$ cat src/rtl/uart_cmd_controller.sv
// UART command frame controller: parses SOF/OP/A/B/CHK requests, drives ALU operands
// on valid frames, and returns a SOF/result/status response frame.
module uart_cmd_controller #(
  parameter int unsigned     DBIT          = 8,
  parameter int unsigned     NB_OP         = 6,
  parameter logic [DBIT-1:0] SOF_RX        = 8'hA5,
  parameter logic [DBIT-1:0] SOF_TX        = 8'h5A,
  parameter int unsigned     TIMEOUT_TICKS = 1600,
  parameter int unsigned     NB_TIMEOUT    = 11
) (
  input  logic             i_clk,
  input  logic             i_reset,
  input  logic             i_tick,
  input  logic             i_rx_done_tick,
  input  logic [DBIT-1:0]  i_rx_data,
  input  logic             i_tx_done_tick,
  input  logic [DBIT-1:0]  i_alu_result,
  output logic [DBIT-1:0]  o_data_a,
  output logic [DBIT-1:0]  o_data_b,
  output logic [NB_OP-1:0] o_operation,
  output logic             o_tx_start,
  output logic [DBIT-1:0]  o_tx_data,
  output logic             o_busy,
  output logic             o_frame_err
);

  typedef enum logic [3:0] {
    IDLE, GET_OP, GET_A, GET_B, GET_CHK, EXEC, TX_SOF, TX_RES, TX_STAT
  } state_t;

  localparam logic [NB_TIMEOUT-1:0] TO_LAST = NB_TIMEOUT'(TIMEOUT_TICKS - 1);

  state_t              r_state, w_next;
  logic                r_wait;
  logic                r_to_err;
  logic [DBIT-1:0]     r_op, r_a, r_b;
  logic [DBIT-1:0]     r_status, r_result, r_tx_data;
  logic [DBIT-1:0]     r_data_a, r_data_b;
  logic [NB_OP-1:0]    r_operation;
  logic [NB_TIMEOUT-1:0] r_cnt;

  logic            w_in_get, w_is_tx, w_timeout, w_tx_done;
  logic [DBIT-1:0] w_status;

  assign w_in_get  = r_state inside {GET_OP, GET_A, GET_B, GET_CHK};
  assign w_is_tx   = r_state inside {TX_SOF, TX_RES, TX_STAT};
  // An accepted byte wins over a coincident timeout tick.
  assign w_timeout = w_in_get && i_tick && !i_rx_done_tick && (r_cnt == TO_LAST);
  assign w_tx_done = w_is_tx && r_wait && i_tx_done_tick;

  always_comb begin
    w_status = '0;
    if (i_rx_data != (r_op ^ r_a ^ r_b))
      w_status = DBIT'(1);
    else if ((r_op >> NB_OP) != '0)
      w_status = DBIT'(2);
  end

  always_comb begin
    w_next = r_state;
    case (r_state)
      IDLE:    if (i_rx_done_tick && i_rx_data == SOF_RX) w_next = GET_OP;
      GET_OP:  if (i_rx_done_tick) w_next = GET_A;   else if (w_timeout) w_next = IDLE;
      GET_A:   if (i_rx_done_tick) w_next = GET_B;   else if (w_timeout) w_next = IDLE;
      GET_B:   if (i_rx_done_tick) w_next = GET_CHK; else if (w_timeout) w_next = IDLE;
      GET_CHK: if (i_rx_done_tick) w_next = EXEC;    else if (w_timeout) w_next = IDLE;
      EXEC:    w_next = TX_SOF;
      TX_SOF:  if (w_tx_done) w_next = TX_RES;
      TX_RES:  if (w_tx_done) w_next = TX_STAT;
      TX_STAT: if (w_tx_done) w_next = IDLE;
      default: w_next = IDLE;
    endcase
  end

  always_ff @(posedge i_clk or posedge i_reset) begin
    if (i_reset) begin
      r_state     <= IDLE;
      r_wait      <= 1'b0;
      r_to_err    <= 1'b0;
      r_op        <= '0;
      r_a         <= '0;
      r_b         <= '0;
      r_status    <= '0;
      r_result    <= '0;
      r_tx_data   <= '0;
      r_data_a    <= '0;
      r_data_b    <= '0;
      r_operation <= '0;
      r_cnt       <= '0;
    end else begin
      r_state  <= w_next;
      r_to_err <= w_timeout;
      // WAIT phase starts the cycle after entering a TX state.
      r_wait   <= w_is_tx && (w_next == r_state);

      if ((r_state == IDLE && w_next == GET_OP) || (w_in_get && i_rx_done_tick))
        r_cnt <= '0;
      else if (w_in_get && i_tick)
        r_cnt <= r_cnt + 1'b1;

      case (r_state)
        GET_OP: if (i_rx_done_tick) r_op <= i_rx_data;
        GET_A:  if (i_rx_done_tick) r_a  <= i_rx_data;
        GET_B:  if (i_rx_done_tick) r_b  <= i_rx_data;
        GET_CHK: if (i_rx_done_tick) begin
          r_status <= w_status;
          if (w_status == '0) begin
            r_operation <= r_op[NB_OP-1:0];
            r_data_a    <= r_a;
            r_data_b    <= r_b;
          end
        end
        EXEC: begin
          r_result  <= (r_status == '0) ? i_alu_result : '0;
          r_tx_data <= SOF_TX;
        end
        TX_SOF: if (w_tx_done) r_tx_data <= r_result;
        TX_RES: if (w_tx_done) r_tx_data <= r_status;
        default: ;
      endcase
    end
  end

  assign o_data_a    = r_data_a;
  assign o_data_b    = r_data_b;
  assign o_operation = r_operation;
  assign o_tx_data   = r_tx_data;
  assign o_tx_start  = w_is_tx && !r_wait;
  assign o_busy      = (r_state != IDLE);
  assign o_frame_err = ((r_state == EXEC) && (r_status != '0)) || r_to_err;

endmodule

$ cat config.mk
export PLATFORM = sky130hd
export DESIGN_NAME = uart_cmd_controller
export DESIGN_NICKNAME = d
export VERILOG_FILES = /design/src/rtl/uart_cmd_controller.sv
export SDC_FILE = /design/constraint.sdc
export NUM_CORES = 1
export LEC_CHECK = 0
export CORE_MARGIN = 4
export CORE_UTILIZATION = 35
export CTS_CLUSTER_SIZE = 30
export DETAILED_ROUTE_END_ITERATION = 10
export PLACE_DENSITY = 0.65
export SLEW_MARGIN = 20
export SYNTH_ARGS = -nofsm -noshare
export SYNTH_HDL_FRONTEND = slang
export SYNTH_SLANG_ARGS = --single-unit
$ cat constraint.sdc
create_clock -name i_clk -period 3.11 [get_ports i_clk]
set_clock_uncertainty 0.05 [all_clocks]
set_input_delay 0.622 -clock i_clk [delete_from_list [all_inputs] [get_ports i_clk]]
set_output_delay 0.622 -clock i_clk [all_outputs]
set_load 0.02 [all_outputs]
==> key figures, run 1 <==
Run status
  – Status: completed

GRT
  – GR Overflow Total: 0
  – Initial antenna violation count: 0
  – Global Route Usage Sum: 13.55%
  – Maximum number of pins on one net before global-route repair: 48
  – First-pass GRT wire length: 13.70 mm
  – Number of global-route vias before repair: 2735

Placed design
  – Post-DP HPWL: 5.652 mm
  – PortBufs: 53
  – RD Place Congestion: 0.7663
  – Worst slack, placed: 0.3737 ns
  – DP Cell Count: 503

Layout
  – Fin cells: 519
  – Final net count: 400
  – Share of cells above drive strength 1: 19.58%
  – Fill cells: 996
  – Synth-to-layout area growth: 26.35%
  – Final Util: 45.58%
  – Most common cell after layout, fill and taps aside: dfrtp_1
  – Most frequent cells in the layout: dfrtp_1 (81), clkdlybuf4s50_1 (53), nand2_1 (39), mux2_2 (26)
  – Multi-input gate area: 1648 um2
  – Reg area: 2027 um2
  – N_diodes: 0

STA
  – Least-Margin Pin Slew: 0.6351 ns
  – Hold Worst Slack: 0.4318 ns
  – Fmax: 347.4 MHz
  – Final Hold Vio Count: 0
  – Final setup fails: 0
  – Slew Viols, Final: 0
  – Slew margin rel.: 57.61%
  – RSZ-0062 raised after global routing: no
  – Period utilisation layout: 92.55%
  – Tmin final: 2.878 ns
  – Worst Slack Setup Final: 0.2316 ns
  – Setup TNS: 0 ns

Hold path
  – Hold endpoint: o_tx_data[4]
  – Hold wc startpoint: o_tx_data[4]
  – Hold Crit Class: reg -> reg
  – Hold Crit Depth: 2

Synthesis
  – Syn avg cell area: 11.95 um2
  – Seq/Total Area, Yosys: 54.18%
  – Mapped Nets: 335
  – Post-synth cell types: 44
  – Total number of yosys warnings: 0
  – Post-synth top flop: dfrtp_1
  – Post-Synthesis Cells: 313
  – Synthesis-stage register bit count: 81
  – Async SR Flop Fraction: 100.0%
  – Synthesized area: 3741 um2
  – Number of synthesized flops with an enable pin: 0

Floorplan
  – Core area: 10370 um2
  – Site row count: 37
  – Full die area: 12410 um2
  – Die span in x: 111.4 um
  – # IOs: 54
  – Initial Util: 36.08%
  – Die height: 111.4 um

Clocking
  – Worst-skew pair later-pin latency: 0.35 ns
  – Clock transition at path regs: 0.08 ns
  – Root Driver: clkbuf_8
  – H-tree depth: 3
  – CTS tree: yes
  – Number of buffers created by CTS: 9
  – Clock Path Buffers: 2
  – Cts hold-fix bufs: 0
  – Gates resized, CTS repair: 0
  – Clock Sinks: 81
  – Setup bufs post-CTS: 0

Worst setup path
  – R2r worst-path depth: 7
  – Buf+Inv Stages, Crit Path: 1
  – Data required, critical path: 2.44 ns
  – Top delay family on crit path: buffers and inverters
  – Worst Setup End Kind: output pin
  – Reg2reg setup slack: 0.97 ns
  – Worst reg2reg startpoint: r_state[0]
  – WS Path Type: reg -> out
  – Critical Path AT: 2.21 ns
  – RR Endpoint: o_data_b[6]
  – Worst path slowest cell: clkdlybuf4s50_1
  – Crit-path max FO: 7
  – Crit start category: register
  – Crit-path cells: nor3_1 -> nand2_1 -> a21oi_1 -> clkdlybuf4s50_1
  – CP peak stage delay: 0.63 ns

Pwr
  – Pwr per Cell Area: 823.4 nW/um2
  – Peak VDD IR: 0.3833 mV
  – Lkg Pwr: 2.104 nW

Routing
  – Total vias in the final route: 2590
  – Vias/cell: 4.990
  – DRT antenna net count: 0
  – Drt wl/cell: 15.47 um
  – Residual DRC count: 0
  – Detailed-route wire length: 8.027 mm
  – First drt pass iteration count: 4
  – Initial drt markers: 65

Job
  – Max-Cap Viols: 0
==> flip-flops by register name (all words and copies together) (netlist names) <==
register     flops
r_cnt           11
o_data_a         8
o_data_b         8
o_tx_data        8
r_a              8
r_b              8
r_op             8
r_result         8
o_operation      6
r_state          4
r_status         2
r_to_err         1
r_wait           1
==> cell families (layout without fill, tap and decap cells) <==
family,count (synthesis),count (layout),synth area share [%]
and+or+nand+nor,93,93,12.17
adders and majority gates,1,1,0.3344
DFF,81,81,54.18
buffers and inverters,13,83,1.772
AOI/OAI and AO/OA,42,42,6.957
muxes,48,48,16.39
xor gates and xnor gates,35,35,8.194
==> through the flow <==
stage               total power (W)  instance area, um2
detailed placement         0.003000                4483
floorplan                  0.002557                3741
global route               0.004155                4727
finish                     0.003892                4727
global placement           0.002963                4483
CTS                        0.003943                4727
==> worst reg2reg max path, stage by stage (launching register included) <==
cell	delay (ns)
dfrtp_1	0.46
buf_4	0.21
nor2_1	0.21
nand3_1	0.15
nor2_1	0.22
nand4_2	0.14
buf_4	0.27
mux2_4	0.34
==> worst max-delay path by stage <==
| stage | startpoint | endpoint | slack [ns] | cells after the start |
|---|---|---|---|---|
| after floorplan | i_reset | o_data_a[0] | 0.36 | 1 |
| after global placement | i_rx_data[2] | o_operation[3] | 0.42 | 7 |
| after detailed placement | i_rx_data[2] | o_data_b[6] | 0.37 | 7 |
| after CTS | r_state[0] | o_tx_start | 0.21 | 4 |
| after global routing | r_state[0] | o_tx_start | 0.1 | 4 |
| final | r_state[0] | o_tx_start | 0.23 | 4 |
==> where the power goes <==
group,total (W),switching (W),internal (W)
Combinational,0.00136,0.000678,0.000683
Sequential,0.00160,0.000247,0.00135
Clock,0.000933,0.000374,0.000559
Total,0.00389,0.00130,0.00259
==> area by class of cell <==
| class | instances | area share [%] |
|---|---|---|
| Timing Repair Buffer | 64 | 13.23 |
| Clock buffer | 12 | 3.070 |
| Clock inverter | 4 | 2.091 |
| Tap cell | 136 | 3.600 |
| Multi-Input combinational cell | 219 | 34.86 |
| Sequential cell | 81 | 42.88 |
| Inverter | 3 | 0.2647 |
==> metal layers <==
metal	vias to the layer above	routed length (um)	track usage [%]
met5	-	0	0
met4	0	106	3.893
met3	11	343	3.587
met2	61	3868	21.47
met1	1302	3708	18.40
li1	1216	-	-
==> cells in the mapped netlist, types with 3 or more instances <==
| master | count | area (um2) |
|---|---|---|
| a21oi_1 | 7 | 35.03 |
| a22o_1 | 3 | 26.28 |
| clkbuf_1 | 6 | 22.52 |
| dfrtp_1 | 81 | 2027 |
| mux2_2 | 26 | 292.8 |
| mux2_4 | 20 | 300.3 |
| nand2_1 | 39 | 146.4 |
| nand3_1 | 5 | 25.02 |
| nand4_1 | 4 | 25.02 |
| nor2_1 | 21 | 78.83 |
| nor2b_1 | 3 | 18.77 |
| nor3_1 | 4 | 20.02 |
| o21ai_0 | 19 | 95.09 |
| xnor2_1 | 21 | 183.9 |
| xor2_1 | 14 | 122.6 |
No activity file was read; power rests on OpenSTA's default activity.
==> run 2: changes to the inputs <==
--- a/config.mk
+++ b/config.mk
@@ -10,6 +10,8 @@
 export CTS_CLUSTER_SIZE = 30
 export DETAILED_ROUTE_END_ITERATION = 10
 export PLACE_DENSITY = 0.65
+export REMOVE_ABC_BUFFERS = 1
+export SETUP_SLACK_MARGIN = 0.15
 export SLEW_MARGIN = 20
 export SYNTH_ARGS = -nofsm -noshare
 export SYNTH_HDL_FRONTEND = slang
==> key figures, run 2 (synthesis results as in run 1) <==
Worst setup path
  – Worst path slowest cell: clkdlybuf4s50_1
  – Buf+Inv Stages, Crit Path: 1 (unchanged)
  – Crit-path cells: nor3_2 -> nand2_1 -> a21oi_1 -> clkdlybuf4s50_1
  – Crit-path max FO: 15 (+8)
  – WS Path Type: reg -> out
  – Worst reg2reg startpoint: r_state[1]
  – Crit path from: r_state[0]
  – Worst Setup End Kind: output pin
  – CP peak stage delay: 0.64 ns (about the same)
  – Data required, critical path: 2.44 ns (about the same)
  – Crit start category: register
  – Critical Path AT: 2.08 ns (-0.13 ns)
  – Top delay family on crit path: buffers and inverters

Clocking
  – Root Driver: clkbuf_8
  – Number of buffers created by CTS: 9 (unchanged)
  – Setup bufs post-CTS: 0 (unchanged)
  – Cts hold-fix bufs: 0 (unchanged)
  – Worst-skew pair later-pin latency: 0.35 ns (about the same)
  – CTS tree: yes
  – Clock Sinks: 81 (unchanged)
  – Clock Path Buffers: 2 (unchanged)
  – Clock transition at path regs: 0.08 ns (about the same)
  – H-tree depth: 3 (unchanged)

Layout
  – Synth-to-layout area growth: 25.89%
  – Most frequent cells in the layout: dfrtp_1 (80), clkdlybuf4s50_1 (53), nand2_1 (39), mux2_2 (26)
  – N_diodes: 0 (unchanged)
  – Final Util: 45.42% (-0.17 points)
  – Share of cells above drive strength 1: 20.83% (+1.3 points)
  – Final net count: 401 (+0.25%)
  – Fin cells: 520 (+0.19%)
  – Largest register FFs: 11 (unchanged)
  – Top reg by flops: r_cnt
  – Most common cell after layout, fill and taps aside: dfrtp_1

Floorplan
  – Die span in x: 111.4 um (unchanged)
  – Initial Util: 36.08% (unchanged)
  – Core area: 10370 um2 (unchanged)
  – Full die area: 12410 um2 (unchanged)
  – Die height: 111.4 um (unchanged)
  – # IOs: 54 (unchanged)
  – Site row count: 37 (unchanged)

Routing
  – Total vias in the final route: 2513 (-3.0%)
  – DRT antenna net count: 0 (unchanged)
  – Residual DRC count: 0 (unchanged)
  – Initial drt markers: 81 (+25%)
  – Vias/cell: 4.833 (-3.2%)
  – Detailed-route wire length: 7.774 mm (-3.2%)
  – First drt pass iteration count: 4 (unchanged)
  – Drt wl/cell: 14.95 um (-3.3%)

Pwr
  – P_int: 0.002492 W (-3.9%)
  – Pwr per Cell Area: 808.6 nW/um2 (-1.8%)
  – Seq pwr share: 42.2% (+1.1 points)
  – Power after layout: 0.003808 W (-2.2%)
  – Clock power share: 22.6% (-1.4 points)
  – Peak VDD IR: 0.3507 mV (-8.5%)
  – Comb power frac: 35.1% (about the same)
  – Sw power: 0.001316 W (+1.4%)
  – Sw frac: 34.57% (+1.2 points)
  – Lkg Pwr: 2.089 nW (-0.73%)

GRT
  – Global Route Usage Sum: 13.14% (-0.41 points)
  – First-pass GRT wire length: 13.32 mm (-2.8%)
  – Maximum number of pins on one net before global-route repair: 36 (-25%)
  – GR Overflow Total: 0 (unchanged)
  – Initial antenna violation count: 0 (unchanged)
  – Number of global-route vias before repair: 2621 (-4.2%)

Placed design
  – PortBufs: 53 (unchanged)
  – RD Place Congestion: 0.7927 (+3.4%)
  – Post-DP HPWL: 5.531 mm (-2.1%)
  – DP Cell Count: 504 (+0.20%)

Hold path
  – Hold Crit Class: reg -> reg
  – Hold wc startpoint: o_tx_data[4]

STA
  – Fmax: 363.5 MHz (+4.6%)
  – Slew Viols, Final: 0 (unchanged)
  – Setup TNS: 0 ns (unchanged)
  – Final Hold Vio Count: 0 (unchanged)
  – Period utilisation layout: 88.46% (-4.1 points)
  – Least-Margin Pin Slew: 0.5932 ns (-0.04191 ns)
  – RSZ-0062 raised after global routing: no
  – Tmin final: 2.751 ns (-0.1274 ns)
  – Slew margin rel.: 60.34% (+2.7 points)
  – Final setup fails: 0 (unchanged)

Run status
  – Status: completed

Job
  – Max-Cap Viols: 0 (unchanged)
-- run 2: cell count changes in the layout (fill, tap and decap cells not counted), sizes merged --
cell,delta
buf,+1
bufinv,-1
clkinv,+1
inv,+1
clkinvlp,+2
clkbuf,-3
-- run 2: worst paths after layout --
kind / depth (start not counted) / slack, ns / end
max: 4 / 0.36 / o_tx_start
min: 2 / 0.43 / o_tx_data[4]
max reg2reg: 7 / 1.04 / o_operation[3]
min reg2reg: 2 / 0.43 / o_tx_data[4]
max in group asynchronous: 3 / 1.58 / r_state[0]
min in group asynchronous: 2 / 0.59 / o_operation[0]
-- run 2: per-stage QoR --
stage	instance area (um2)	hold WS [ns]	setup WS (ns)
floorplan	3686	0.3922	0.3579
global route	4710	0.4718	0.1893
global placement	4478	0.4128	0.4517
detailed placement	4478	0.4201	0.3935
finish	4710	0.4310	0.3590
CTS	4708	0.4402	0.1711
-- run 2: power groups by stage --
| stage | registers [W] | clock network [W] | logic, W |
|---|---|---|---|
| CTS | 0.00161 | 0.000890 | 0.00136 |
| global route | 0.00166 | 0.000936 | 0.00149 |
| finish | 0.00161 | 0.000862 | 0.00134 |
| floorplan | 0.00164 | 0 | 0.000893 |
| detailed placement | 0.00163 | 0 | 0.00135 |
| global placement | 0.00162 | 0 | 0.00133 |
-- run 2: area by class of cell --
| cell class | count | area [um2] |
|---|---|---|
| Sequential cell | 81 | 2028 |
| Fill cell | 996 | 5660 |
| Clock inverter | 7 | 101.3 |
| Clock buffer | 9 | 123.9 |
| Multi-Input combinational cell | 219 | 1653 |
| Inverter | 3 | 12.51 |
| Timing Repair Buffer | 65 | 620.6 |
| Tap cell | 136 | 170.2 |
-- run 2: per-layer routing --
metal	GRT usage [%]	wire length (um)	vias up
li1	-	-	1223
met1	18.60	3797	1219
met2	19.82	3504	63
met3	3.967	394	8
met4	3.325	78	0
met5	0	0	-
-- run 2: worst min-delay path, cell delays in order (launching register included) --
cell	delay (ns)
dfrtp_1	0.35
nand2_1	0.04
o21ai_0	0.06
-- run 2: repair_timing --
item	in CTS	in global routing
endpoints found under the setup margin	1	2
gates resized for setup	1	1
pin swaps	0	0
==> run 3: changes to the inputs <==
--- a/config.mk
+++ b/config.mk
@@ -5,11 +5,13 @@
 export SDC_FILE = /design/constraint.sdc
 export NUM_CORES = 1
 export LEC_CHECK = 0
+export CAP_MARGIN = 20
 export CORE_MARGIN = 4
-export CORE_UTILIZATION = 35
+export CORE_UTILIZATION = 45
+export CTS_BUF_LIST = sky130_fd_sc_hd__clkbuf_4 sky130_fd_sc_hd__clkbuf_8
 export CTS_CLUSTER_SIZE = 30
 export DETAILED_ROUTE_END_ITERATION = 10
-export PLACE_DENSITY = 0.65
+export PLACE_DENSITY = 0.78
 export REMOVE_ABC_BUFFERS = 1
 export SETUP_SLACK_MARGIN = 0.15
 export SLEW_MARGIN = 20
==> key figures, run 3 (synthesis results as in run 1) <==
STA
  – Final Hold Vio Count: 0 (unchanged)
  – Fmax: 361.4 MHz (-0.57%)
  – Tmin final: 2.767 ns (+0.01585 ns)
  – Setup TNS: 0 ns (unchanged)
  – RSZ-0062 raised after global routing: no
  – Slew margin rel.: 62.41% (+2.1 points)
  – Least-Margin Pin Slew: 0.5623 ns (-0.03088 ns)
  – Period utilisation layout: 88.97% (+0.51 points)
  – Slew Viols, Final: 0 (unchanged)
  – Final setup fails: 0 (unchanged)

Pwr
  – Lkg Pwr: 2.097 nW (+0.40%)
  – Pwr per Cell Area: 801.6 nW/um2 (-0.87%)
  – Peak VDD IR: 0.4262 mV (+22%)

Worst setup path
  – Buf+Inv Stages, Crit Path: 1 (unchanged)
  – Reg2reg setup slack: 0.95 ns (-0.09 ns)
  – Worst Setup End Kind: output pin
  – CP peak stage delay: 0.63 ns (about the same)
  – WS Path Type: reg -> out
  – Crit start category: register
  – R2r worst-path depth: 7 (unchanged)
  – Critical Path AT: 2.09 ns (about the same)
  – Crit-path max FO: 12 (-3)
  – Top delay family on crit path: buffers and inverters
  – Worst reg2reg startpoint: r_state[0]
  – Crit path from: r_state[1]
  – Worst path slowest cell: clkdlybuf4s50_1
  – RR Endpoint: o_data_b[0]
  – Crit-path cells: nor3_2 -> nand2_1 -> a21oi_1 -> clkdlybuf4s50_1
  – Data required, critical path: 2.44 ns (about the same)

Routing
  – Drt wl/cell: 15.58 um (+4.2%)
  – Total vias in the final route: 2536 (+0.92%)
  – DRT antenna net count: 0 (unchanged)
  – Detailed-route wire length: 7.574 mm (-2.6%)
  – Residual DRC count: 0 (unchanged)
  – Vias/cell: 5.218 (+8.0%)
  – First drt pass iteration count: 4 (unchanged)
  – Initial drt markers: 94 (+16%)

Clocking
  – Cts hold-fix bufs: 0 (unchanged)
  – H-tree depth: 3 (unchanged)
  – Clock Path Buffers: 2 (unchanged)
  – CTS tree: yes
  – Number of buffers created by CTS: 9 (unchanged)
  – Clock transition at path regs: 0.07 ns (about the same)
  – Setup bufs post-CTS: 0 (unchanged)
  – Clock Sinks: 81 (unchanged)
  – Worst-skew pair later-pin latency: 0.34 ns (about the same)
  – Root Driver: clkbuf_8

Hold path
  – Hold Crit Depth: 2 (unchanged)
  – Hold endpoint: r_result[7]
  – Hold wc startpoint: r_result[7]
  – Hold Crit Class: reg -> reg

Placed design
  – Post-DP HPWL: 5.305 mm (-4.1%)
  – Post-DP Area: 4447 um2 (-0.70%)
  – PortBufs: 53 (unchanged)
  – RD Place Congestion: 0.8742 (+10%)

Run status
  – Status: completed

Floorplan
  – Site row count: 32 (-14%)
  – Full die area: 9837 um2 (-21%)
  – Die height: 99.18 um (-11%)
  – Core area: 7888 um2 (-24%)
  – Initial Util: 47.43% (+11 points)
  – Die span in x: 99.18 um (-11%)
  – # IOs: 54 (unchanged)

GRT
  – First-pass GRT wire length: 13.20 mm (-0.93%)
  – Maximum number of pins on one net before global-route repair: 45 (+25%)
  – Number of global-route vias before repair: 2673 (+2.0%)
  – Global Route Usage Sum: 16.68% (+3.5 points)
  – Initial antenna violation count: 0 (unchanged)
  – GR Overflow Total: 0 (unchanged)

Layout
  – Share of cells above drive strength 1: 20.57% (-0.26 points)
  – Final Util: 58.98% (+14 points)
  – Multi-input gate area: 1653 um2 (unchanged)
  – Largest register FFs: 11 (unchanged)
  – Synth-to-layout area growth: 24.35%
  – Most common cell after layout, fill and taps aside: dfrtp_1
  – Most frequent cells in the layout: dfrtp_1 (81), clkdlybuf4s50_1 (53), nand2_1 (39), mux2_2 (26)
  – Top reg by flops: r_cnt
  – Final Cell Area: 4652 um2 (-1.2%)
  – Fill cells: 642 (-36%)
  – Reg area: 2027 um2 (about the same)
  – N_diodes: 0 (unchanged)
  – Final net count: 401 (unchanged)

Job
  – Max-Cap Viols: 0 (unchanged)
-- run 3: report_power, final --
group | total (W) | switching [W] | internal [W]
clock network | 0.000773 | 0.000355 | 0.000418
logic | 0.00133 | 0.000652 | 0.000682
registers | 0.00162 | 0.000271 | 0.00135
total | 0.00373 | 0.00128 | 0.00245
-- run 3: area by class of cell --
class                      instances  share of cell area (%)
timing repair buffer              65                   13.61
tap                              102                   2.743
multi-input combinational        219                   35.53
clock buffer                      13                   3.443
clock inverter                     3                  0.8607
sequential                        81                   43.57
inverter                           3                  0.2421
-- run 3: per-layer routing --
metal	GRT usage [%]	vias up	share of wire [%]
met4	3.887	0	0.79
met1	23.17	1236	48
li1	-	1221	-
met3	4.979	7	5.7
met2	25.88	72	46
met5	0	-	0
-- run 3: worst max-delay path by stage --
stage | end | slack, ns | depth (start not counted)
floorplan | o_data_a[0] | 0.36 | 1
global placement | o_data_b[3] | 0.42 | 7
detailed placement | o_data_b[0] | 0.39 | 7
CTS | o_tx_start | 0.19 | 4
global route | o_tx_start | 0.19 | 4
finish | o_tx_start | 0.34 | 4
-- run 3: per-stage QoR --
stage | total power (W) | setup WS, ns | cells | hold slack (ns)
6_report | 0.003729 | 0.3432 | 486 | 0.4348
5_1_grt | 0.003983 | 0.1851 | 486 | 0.4620
4_1_cts | 0.003762 | 0.1860 | 486 | 0.4414
3_5_place_dp | 0.002982 | 0.3872 | 470 | 0.4239
3_3_place_gp | 0.002926 | 0.4234 | 470 | 0.4115
2_1_floorplan | 0.002533 | 0.3579 | 303 | 0.3922
-- run 3: timing repair --
| item | CTS | global route |
|---|---|---|
| endpoints found under the setup margin | 0 | 1 |
| endpoints found under the hold margin | 0 | 0 |
| gates resized for setup | 0 | 1 |
-- run 3: tightest hold or removal path: stages (launching register included) --
cell and delay [ns]:
dfrtp_1 0.35, nand2_1 0.05, o21ai_0 0.06
